### src/rtl/pipelined_divider_stall.sv
// Purpose     : pipelined signed restoring divider with optional round-half-away-from-zero,
//               positive saturation, divide-by-zero reporting and a sideband tag.
// Latency     : DIVIDEND_WIDTH+2 advancing cycles; one beat per advancing cycle.
// Backpressure: one global advance (!output_valid || output_ready) stalls every stage;
//               input_ready equals advance.
// Ports:
//   clock, reset_n              rising-edge clock, synchronous active-low reset
//   input_valid/input_ready     operand handshake; input_tag, input_round, dividend, divisor
//   output_valid/output_ready   result handshake; output_tag, quotient, remainder,
//                               div_by_zero, overflow
module pipelined_divider_stall #(
  parameter int DIVIDEND_WIDTH = 12,
  parameter int DIVISOR_WIDTH  = 6,
  parameter int TAG_WIDTH      = 6,
  parameter int DIVISOR_SIGNED = 0
) (
  input  logic                      clock,
  input  logic                      reset_n,
  input  logic                      input_valid,
  output logic                      input_ready,
  input  logic [TAG_WIDTH-1:0]      input_tag,
  input  logic                      input_round,
  input  logic [DIVIDEND_WIDTH-1:0] dividend,
  input  logic [DIVISOR_WIDTH-1:0]  divisor,
  output logic                      output_valid,
  input  logic                      output_ready,
  output logic [TAG_WIDTH-1:0]      output_tag,
  output logic [DIVIDEND_WIDTH-1:0] quotient,
  output logic [DIVIDEND_WIDTH-1:0] remainder,
  output logic                      div_by_zero,
  output logic                      overflow
);

  localparam int DW = DIVIDEND_WIDTH;
  localparam int VW = DIVISOR_WIDTH;
  localparam logic [DW-1:0] Q_MAX = {1'b0, {(DW-1){1'b1}}};
  localparam logic [DW-1:0] Q_MIN = {1'b1, {(DW-1){1'b0}}};

  // Per-beat sideband that rides alongside the remainder/quotient pair.
  typedef struct packed {
    logic [TAG_WIDTH-1:0] tag;
    logic                 q_neg;     // quotient sign
    logic                 r_neg;     // remainder sign (= dividend sign)
    logic                 rnd;
    logic                 dvs_zero;
    logic [VW-1:0]        dvs_mag;
    logic [DW-1:0]        dvd;       // original dividend, returned on divide-by-zero
  } meta_t;

  logic advance;
  assign advance     = !output_valid || output_ready;
  assign input_ready = advance;

  // Operand magnitudes. The DW-bit unsigned magnitude holds 2^(DW-1) exactly,
  // so the most-negative dividend (and most-negative signed divisor) loses nothing.
  logic          dvd_neg;
  logic          dvs_neg;
  logic [DW-1:0] dvd_mag;
  logic [VW-1:0] dvs_mag;
  assign dvd_neg = dividend[DW-1];
  assign dvs_neg = (DIVISOR_SIGNED != 0) && divisor[VW-1];
  assign dvd_mag = dvd_neg ? -dividend : dividend;
  assign dvs_mag = dvs_neg ? -divisor : divisor;

  // Index 0 is the input register, 1..DW are the restoring steps.
  logic          stg_vld  [0:DW];
  meta_t         stg_meta [0:DW];
  logic [DW-1:0] stg_quo  [0:DW];
  logic [VW-1:0] stg_rem  [0:DW];
  logic [DW-1:0] nxt_quo  [1:DW];
  logic [VW-1:0] nxt_rem  [1:DW];

  // One restoring step: shift {rem,quo} left, try subtracting the divisor
  // from the upper VW+1 bits; keep the difference and set the quotient LSB
  // only when it does not borrow. The partial remainder stays below the
  // divisor, so VW bits suffice between steps.
  for (genvar g = 1; g <= DW; g++) begin : g_step
    logic [VW:0] shifted;
    logic [VW:0] trial;
    assign shifted    = {stg_rem[g-1], stg_quo[g-1][DW-1]};
    assign trial      = shifted - {1'b0, stg_meta[g-1].dvs_mag};
    assign nxt_rem[g] = trial[VW] ? shifted[VW-1:0] : trial[VW-1:0];
    assign nxt_quo[g] = {stg_quo[g-1][DW-2:0], ~trial[VW]};
  end

  // Result formatting from the last step.
  meta_t         out_meta;
  logic [VW:0]   rem_x2;
  logic          round_up;
  logic [DW:0]   q_mag;
  logic [DW-1:0] rem_ext;
  logic [DW-1:0] res_quo;
  logic [DW-1:0] res_rem;
  logic          res_dbz;
  logic          res_ovf;

  assign out_meta = stg_meta[DW];
  assign rem_x2   = {stg_rem[DW], 1'b0};
  assign round_up = out_meta.rnd && (rem_x2 >= {1'b0, out_meta.dvs_mag});
  // One extra bit so 2^(DW-1) (e.g. -2048/-1) is seen as too large for a positive result.
  assign q_mag    = {1'b0, stg_quo[DW]} + {{DW{1'b0}}, round_up};
  assign rem_ext  = DW'(stg_rem[DW]);

  always_comb begin
    res_quo = '0;
    res_rem = out_meta.r_neg ? -rem_ext : rem_ext;
    res_dbz = 1'b0;
    res_ovf = 1'b0;
    if (out_meta.dvs_zero) begin
      res_dbz = 1'b1;
      res_rem = out_meta.dvd;
      res_quo = out_meta.dvd[DW-1] ? Q_MIN : Q_MAX;
    end else if (!out_meta.q_neg && (q_mag > {1'b0, Q_MAX})) begin
      res_quo = Q_MAX;
      res_ovf = 1'b1;
    end else begin
      // Negative magnitudes never exceed 2^(DW-1): that needs a divisor of 1,
      // which leaves no remainder to round up.
      res_quo = out_meta.q_neg ? -q_mag[DW-1:0] : q_mag[DW-1:0];
    end
  end

  // Valid bits and outputs: reset, and held whenever the pipe is stalled.
  always_ff @(posedge clock) begin
    if (!reset_n) begin
      for (int i = 0; i <= DW; i++) stg_vld[i] <= 1'b0;
      output_valid <= 1'b0;
      output_tag   <= '0;
      quotient     <= '0;
      remainder    <= '0;
      div_by_zero  <= 1'b0;
      overflow     <= 1'b0;
    end else if (advance) begin
      stg_vld[0] <= input_valid;
      for (int i = 1; i <= DW; i++) stg_vld[i] <= stg_vld[i-1];
      output_valid <= stg_vld[DW];
      output_tag   <= out_meta.tag;
      quotient     <= res_quo;
      remainder    <= res_rem;
      div_by_zero  <= res_dbz;
      overflow     <= res_ovf;
    end
  end

  // Datapath registers: no reset; bubbles carry don't-care data.
  always_ff @(posedge clock) begin
    if (advance) begin
      stg_meta[0].tag      <= input_tag;
      stg_meta[0].q_neg    <= dvd_neg ^ dvs_neg;
      stg_meta[0].r_neg    <= dvd_neg;
      stg_meta[0].rnd      <= input_round;
      stg_meta[0].dvs_zero <= (divisor == '0);
      stg_meta[0].dvs_mag  <= dvs_mag;
      stg_meta[0].dvd      <= dividend;
      stg_quo[0]           <= dvd_mag;
      stg_rem[0]           <= '0;
      for (int i = 1; i <= DW; i++) begin
        stg_meta[i] <= stg_meta[i-1];
        stg_quo[i]  <= nxt_quo[i];
        stg_rem[i]  <= nxt_rem[i];
      end
    end
  end

endmodule

### config.mk
export PLATFORM = sky130hd
export DESIGN_NAME = pipelined_divider_stall
export DESIGN_NICKNAME = d
export VERILOG_FILES = /design/src/rtl/pipelined_divider_stall.sv
export SDC_FILE = /design/constraint.sdc
export NUM_CORES = 1
export LEC_CHECK = 0
export ABC_AREA = 1
export BUFFER_PORTS_ARGS = -buffer_cell sky130_fd_sc_hd__buf_2
export CORE_MARGIN = 1
export CORE_UTILIZATION = 44
export DETAILED_ROUTE_END_ITERATION = 10
export SLEW_MARGIN = 20
export SYNTH_ARGS = -nofsm -noshare
export SYNTH_HDL_FRONTEND = slang
export SYNTH_SLANG_ARGS = --single-unit
### constraint.sdc
create_clock -name clock -period 15.9 [get_ports clock]
set_input_delay 1.59 -clock clock [delete_from_list [all_inputs] [get_ports clock]]
set_output_delay 1.59 -clock clock [all_outputs]
set_load 0.005 [all_outputs]
==> results of run 1 <==
==> how the worst max path moves through the flow <==
stage / cells past startpoint / slack, ps / from / endpoint
global placement: 6 / 10490 / output_ready / stg_meta[0][15]$_DFFE_PN_
floorplan: 4 / 1010 / output_ready / stg_vld[10]$_SDFFCE_PN0P_
finish: 7 / 11030 / output_ready / stg_meta[0][101]$_DFFE_PN_
global route: 7 / 10660 / output_ready / stg_meta[0][98]$_DFFE_PN_
CTS: 6 / 11040 / output_ready / stg_rem[0][10]$_SDFFCE_PN0N_
detailed placement: 6 / 10380 / output_ready / stg_rem[0][9]$_SDFFCE_PN0N_
==> flip-flops by register name, indices dropped and copies added, names as in the netlist <==
name	flops
stg_quo	144
stg_vld	13
div_by_zero	1
output_valid	1
stg_rem	72
output_tag	6
remainder	12
overflow	1
stg_meta	338
quotient	12
==> worst max-delay path, stage by stage <==
cell and delay [ps]:
buf_2 80, nor2_1 110, inv_8 470, buf_4 790
buf_12 430, buf_16 520, buf_4 890
==> stage by stage <==
step / cells / utilization (%) / area (um^2) / setup WS [ps] / hold slack [ps]
2_1_floorplan: 1497 / - / 22800 / 1010 / 400
3_3_place_gp: 2225 / 46.7 / 23900 / 10490 / 401
3_5_place_dp: 2225 / 46.7 / 23900 / 10380 / 405
4_1_cts: 2334 / 50.7 / 25900 / 11040 / 404
5_1_grt: 2335 / 50.7 / 26000 / 10660 / 410
6_report: 2335 / 50.7 / 26000 / 11030 / 405
==> power breakdown <==
part | internal, mW | switching [mW] | leakage (nW)
clock network | 0.867 | 0.560 | 0.986
logic | 0.342 | 0.482 | 3.18
registers | 2.06 | 0.122 | 6.30
total | 3.27 | 1.16 | 10.5
==> placed cells by master, fill, tap and decap left out, drive strengths merged, types with 11 or more instances in the layout <==
master	n
dfxtp	42
edfxtp	558
buf	69
inv	177
a21oi	114
clkbuf	75
xor2	25
xnor2	36
o21ai	50
or2	12
nor2	112
nand2	176
clkinv	19
nand3	41
fa	11
ha	79
==> cell families (layout without fill, tap and decap cells) <==
family / Yosys count / after routing
flops: 600 / 600
simple gates: 357 / 357
buf+inv: 195 / 353
compound gates: 192 / 192
fa+ha+maj: 90 / 90
xor+xnor: 61 / 61
other cells: 1 / 2
==> routing by layer <==
| metal | vias up | part of all wire (%) | wire [um] |
|---|---|---|---|
| met3 | 63 | 4.2 | 1220 |
| met5 | - | 0 | 0 |
| met1 | 5076 | 41 | 12000 |
| met2 | 157 | 51 | 14900 |
| met4 | 0 | 3.5 | 1020 |
| li1 | 5519 | - | - |
==> final cells by class <==
type | count | area (um^2)
Inverter | 175 | 667
Clock inverter | 34 | 444
Clock buffer | 75 | 1590
Timing Repair Buffer | 69 | 395
Sequential cell | 600 | 17600
Fill cell | 4195 | 25200
Tap cell | 680 | 851
Multi-Input combinational cell | 702 | 4420
==> impl_results.md, run 1 <==
- Status: finished clean
- Final wirelength: between 20000 and 30000 um
- Yosys warnings: 0
- M3 GR Usage: 2.53%
- Hold Path Class: flip-flop to flip-flop
- Clock Pin Slew Worst Setup and Hold Paths: 60 ps
- RSZ-0062 raised after global routing: false
- Worst r2r src: output_valid$_SDFFE_PN0N_
- Gr usage total: ~11%
- FF-to-FF End: stg_meta[0][101]$_DFFE_PN_
- Hold path startpoint: stg_quo[0][77]$_DFFE_PN_
- Post-Syn Area: 22800 um^2
- IO Count: 63
- Setup_tns: 0 ps
- TritonRoute pass-1 iters: 5
- #FFs+latches synth: 600
- Grt met1 use: 12.5%
- Sequential cell area fraction in the yosys report: 77.2%
- First-pass GRT wire length: 48600 um
- Setup crit end kind: flip-flop
- Synthesized instance count: 1496
- Layout cell share with drive strength beyond 1: 12.6%
- Hold path depth: 0
- CTS Buffer Depth: 3
- Die width: 230 um
- Top cell type's share of synthesized area: 73.5%
- Post-route ant nets: 0
- Vias: between 10000 and 15000
- Layout Nets: 1725
- Congestion Overflow GR: 0
- GP Congestion: 0.798
- Vias/cell: approximately 4.6
- Prevailing post-synth register cell: edfxtp_1
- Pin count of the biggest net entering global routing: 216
- Most frequent cell after synthesis: edfxtp_1
- Worst skew pair latency: ~600 ps
- CTS tree: built
- Largest family of logic cells by synthesized area: simple AND/OR/NAND/NOR gates
- Max-cap violations: 0
- Clock sink count: 600
- Avg Inst Size Synth: about 15 um^2
- DR DRC count: 0
- Slew HR: around 30%
- Maximum fanout along the worst path: 140
- Wire per inst: ~12 um
- Port Buffer Count: 62
- Fin crit share: 30.6%
- Postcts setup bufs: 0
- Tmin final: 4870 ps
- WP data required: ~16000 ps
- Post-Synth XOR/XNOR Area: roughly 2.7%
- Post-synth top cells: 558 x edfxtp_1, 170 x inv_1, 168 x nand2_1
- Design Power: 4.44 mW
- Synth Area in Compound Gates: 4.52%
- F_max: 0.205 GHz
- Met2 global-route usage: 20.2%
- Multiplexer share of the synthesized area: 0%
- Root Buffer: clkbuf_16
- Clock skew: 16.0 ps
- Maximum VDD drop: a little under 0.0001 V
- Post_cts resized: 0
- Hold Buf Count CTS: 0
- Reg2Reg Setup Slack: 11750 ps
- Number of diodes: 0
- Setup-failing EPs final: 0
- Library cells used by synthesis: 42
- Fraction of the mapped netlist area in adder cells: 5.31%
- Yosys top cell by area: edfxtp_1
- Vias in the first global route: 10611
- Worst Hold Path EP: stg_quo[0][90]$_DFFE_PN_
- CORE AREA: 51200 um^2
- Final HPWL from detailed placement: 18300 um
- P&R area growth vs syn: 14.0%
- Critical path class: primary input to flip-flop
- Async SR Flop Fraction: 0%
- Worst R2R Path Depth: 7
- Number of enable flip-flop cells after synthesis: around 560
- Startpoint Class: primary input
- Initial DRC count: about 610
- Leak Pwr: 10.5 nW
- Global-route layer with the greatest usage: met2
- Starting Density: 44.5%
- Row count: 83
- Final Hold Viols: 0
- Area contributors post-synth: edfxtp_1 74%, ha_1 4.3%, dfxtp_1 3.7%
- Die Span Y: 230 um
- Initial antenna violation count: 0
- Clock buffer count from CTS: 58
- Worst Max-Slew Pin Slew: 1060 ps
- Die Area: 52700 um^2
- CTS H-tree lvls: 2
- Final slew viol count: 0
- Power per Cell Area: 171 nW/um^2
- CP arrival: 5090 ps
- Synth Area in Simple Gates: 6.80%
(Power assumes the default switching activity.)
==> inputs of run 2 (changes only) <==
==> constraint.sdc (replaced) <==
create_clock -name clock -period 4.97 [get_ports clock]
set_input_delay 0.497 -clock clock [delete_from_list [all_inputs] [get_ports clock]]
set_output_delay 0.497 -clock clock [all_outputs]
set_load 0.005 [all_outputs]
==> impl_results.md, run 2 (synthesized netlist as in run 1, its figures left out) <==
- Pin count of the biggest net entering global routing: 200
- Clock Pin Slew Worst Setup and Hold Paths: 60 ps
- Worst hold slack: 79.5 ps
- CP arrival: around 3800 ps
- Worst r2r src: stg_rem[1][25]$_DFFE_PN_
- Layout filler cell count: 4244
- Largest Register: stg_meta
- Fin crit share: 67.1%
- WP data required: about 5500 ps
- Row count: 83
- Leading cell types in the layout, fill and taps excluded: 558 x edfxtp_1, 169 x inv_1, 162 x nand2_1
- Setup ws final: around 1600 ps
- Layout Nets: 1726
- Worst Hold Path EP: stg_meta[0][17]$_DFFE_PN_
- Clock sink count: 600
- Comb pwr share: a little under a fifth
- Congestion Overflow GR: 0
- Sw frac: a little over a quarter
- Startpoint Class: flip-flop
- Initial DRC count: 703
- First-pass GRT wire length: 49900 um
- DR DRC count: 0
- Gr usage total: 11.5%
- Root Buffer: clkbuf_16
- Post-route ant nets: 0
- Starting Density: ~45%
- GP Congestion: 0.846
- F_max: between 0.3 and 0.4 GHz
- CTS tree: built
- Hold Buf Count CTS: 0
- Status: finished clean
- Final wirelength: 29500 um
- Die Span Y: 230 um
- Post_cts resized: 0
- Postcts setup bufs: 0
- Post-Layout Cell Count: about 2300
- Int Pwr: ~10 mW
- Setup-failing EPs final: 0
- Maximum fanout along the worst path: 10
- RSZ-0062 raised after global routing: false
- Power per Cell Area: approximately 530 nW/um^2
- Max-cap violations: 0
- TritonRoute pass-1 iters: 5
- Worst skew pair latency: 600 ps
- Hold Path Class: primary input to flip-flop
- Port Buffer Count: 62
- Initial antenna violation count: 0
- Setup crit end kind: flip-flop
- Maximum VDD drop: ~0.00027 V
- Final Hold Viols: 0
- Number of diodes: 0
- CTS H-tree lvls: 2
- FF-to-FF End: quotient[4]$_SDFFE_PN0N_
- Vias: 10879
- Critical path class: flip-flop to flip-flop
- Net switching power figure: about 3.7 mW
- Hold path depth: 1
- Tmin final: 3330 ps
- Commonest non-fill, non-tap cell in the layout: edfxtp_1
- Reg2Reg Setup Slack: 1640 ps
- Max reg flops: 338
- Slew HR: 23.1%
- Vias in the first global route: 10972
- Sequential Power Share: 50.5%
- CORE AREA: 51200 um^2
- Vias/cell: 4.66
- Die Area: 52700 um^2
- Clock buffer count from CTS: 59
- Clock skew: 19.5 ps
- Top flop regs: stg_meta: 338 flops, stg_quo: 144 flops, stg_rem: 72 flops
- Fin util: approximately half
- Layout cell share with drive strength beyond 1: 12.7%
- Pre-CTS WS: 1630 ps
- Clock Power Share: a little under a third
- Final HPWL from detailed placement: 18100 um
- Leak Pwr: between 10 and 15 nW
- P&R area growth vs syn: 13.2%
- Final slew viol count: 0
- Hold path startpoint: divisor[5]
- Die width: roughly 230 um
- Worst Max-Slew Pin Slew: ~1200 ps
- Design Area, Final: 25800 um^2
- Placed cells: roughly 2200
- Wire per inst: 12.6 um
- CTS Buffer Depth: 3
- Worst R2R Path Depth: 18
- IO Count: 63
- Placed Instance Area: about 24000 um^2
[run 2: worst max-delay path, cell delays in order, from the launching register on]
cell and delay, ps:
edfxtp_1 420, ha_1 330, nand2_1 60, o21ai_0 190, a21oi_1 90, nor2_1 100
o21ai_0 90, a21boi_0 240, ha_1 250, ha_1 210, nand2_1 110, nor2_4 200
nand3_2 120, xor2_2 300, nor2_4 70, nand2_2 90, nand3_4 120, o21ai_1 170
nand2_1 60
[run 2: stage by stage]
stage / power, mW / setup TNS (ps)
after detailed placement: 9.71 / 0
after global routing: 14.6 / 0
after global placement: 9.57 / 0
after CTS: 14.0 / 0
after floorplan: 9.14 / -2640240
final: 13.8 / 0
[run 2: power groups by stage]
stage / Sequential, mW / Combinational [mW] / Clock [mW]
CTS: 6.97 / 2.66 / 4.32
global placement: 7.05 / 2.53 / 0
finish: 6.97 / 2.64 / 4.17
detailed placement: 7.07 / 2.63 / 0
floorplan: 6.97 / 2.17 / 0
global route: 7.06 / 3.06 / 4.52
[run 2: how the worst max path moves through the flow]
stage	startpoint	to	slack (ps)	cells past startpoint
detailed placement	stg_rem[1][25]$_DFFE_PN_	quotient[8]$_SDFFE_PN0N_	1630	20
floorplan	output_ready	stg_vld[10]$_SDFFCE_PN0P_	-4980	4
global route	stg_rem[1][25]$_DFFE_PN_	quotient[6]$_SDFFE_PN0N_	1330	20
finish	stg_rem[1][25]$_DFFE_PN_	quotient[4]$_SDFFE_PN0N_	1640	18
global placement	stg_rem[1][25]$_DFFE_PN_	quotient[1]$_SDFFE_PN0N_	1870	20
CTS	stg_rem[1][25]$_DFFE_PN_	quotient[4]$_SDFFE_PN0N_	1600	18
[run 2: layout make-up]
class                      instances  area, um^2  share of cell area, %
clock inverter                    38         298                   1.15
clock buffer                      72        1550                   6.00
timing repair buffer              69         392                   1.52
sequential                       600       17600                   68.2
inverter                         175         664                   2.58
multi-input combinational        702        4440                   17.2
tap                              680         851                   3.30
[run 2: routing by layer]
layer / up-vias / track usage, % / routed length, um
met5: - / 0 / 0
met4: 0 / 5.23 / 995
met3: 74 / 2.49 / 1260
met2: 187 / 20.9 / 15200
met1: 5096 / 12.8 / 12000
li1: 5522 / - / -
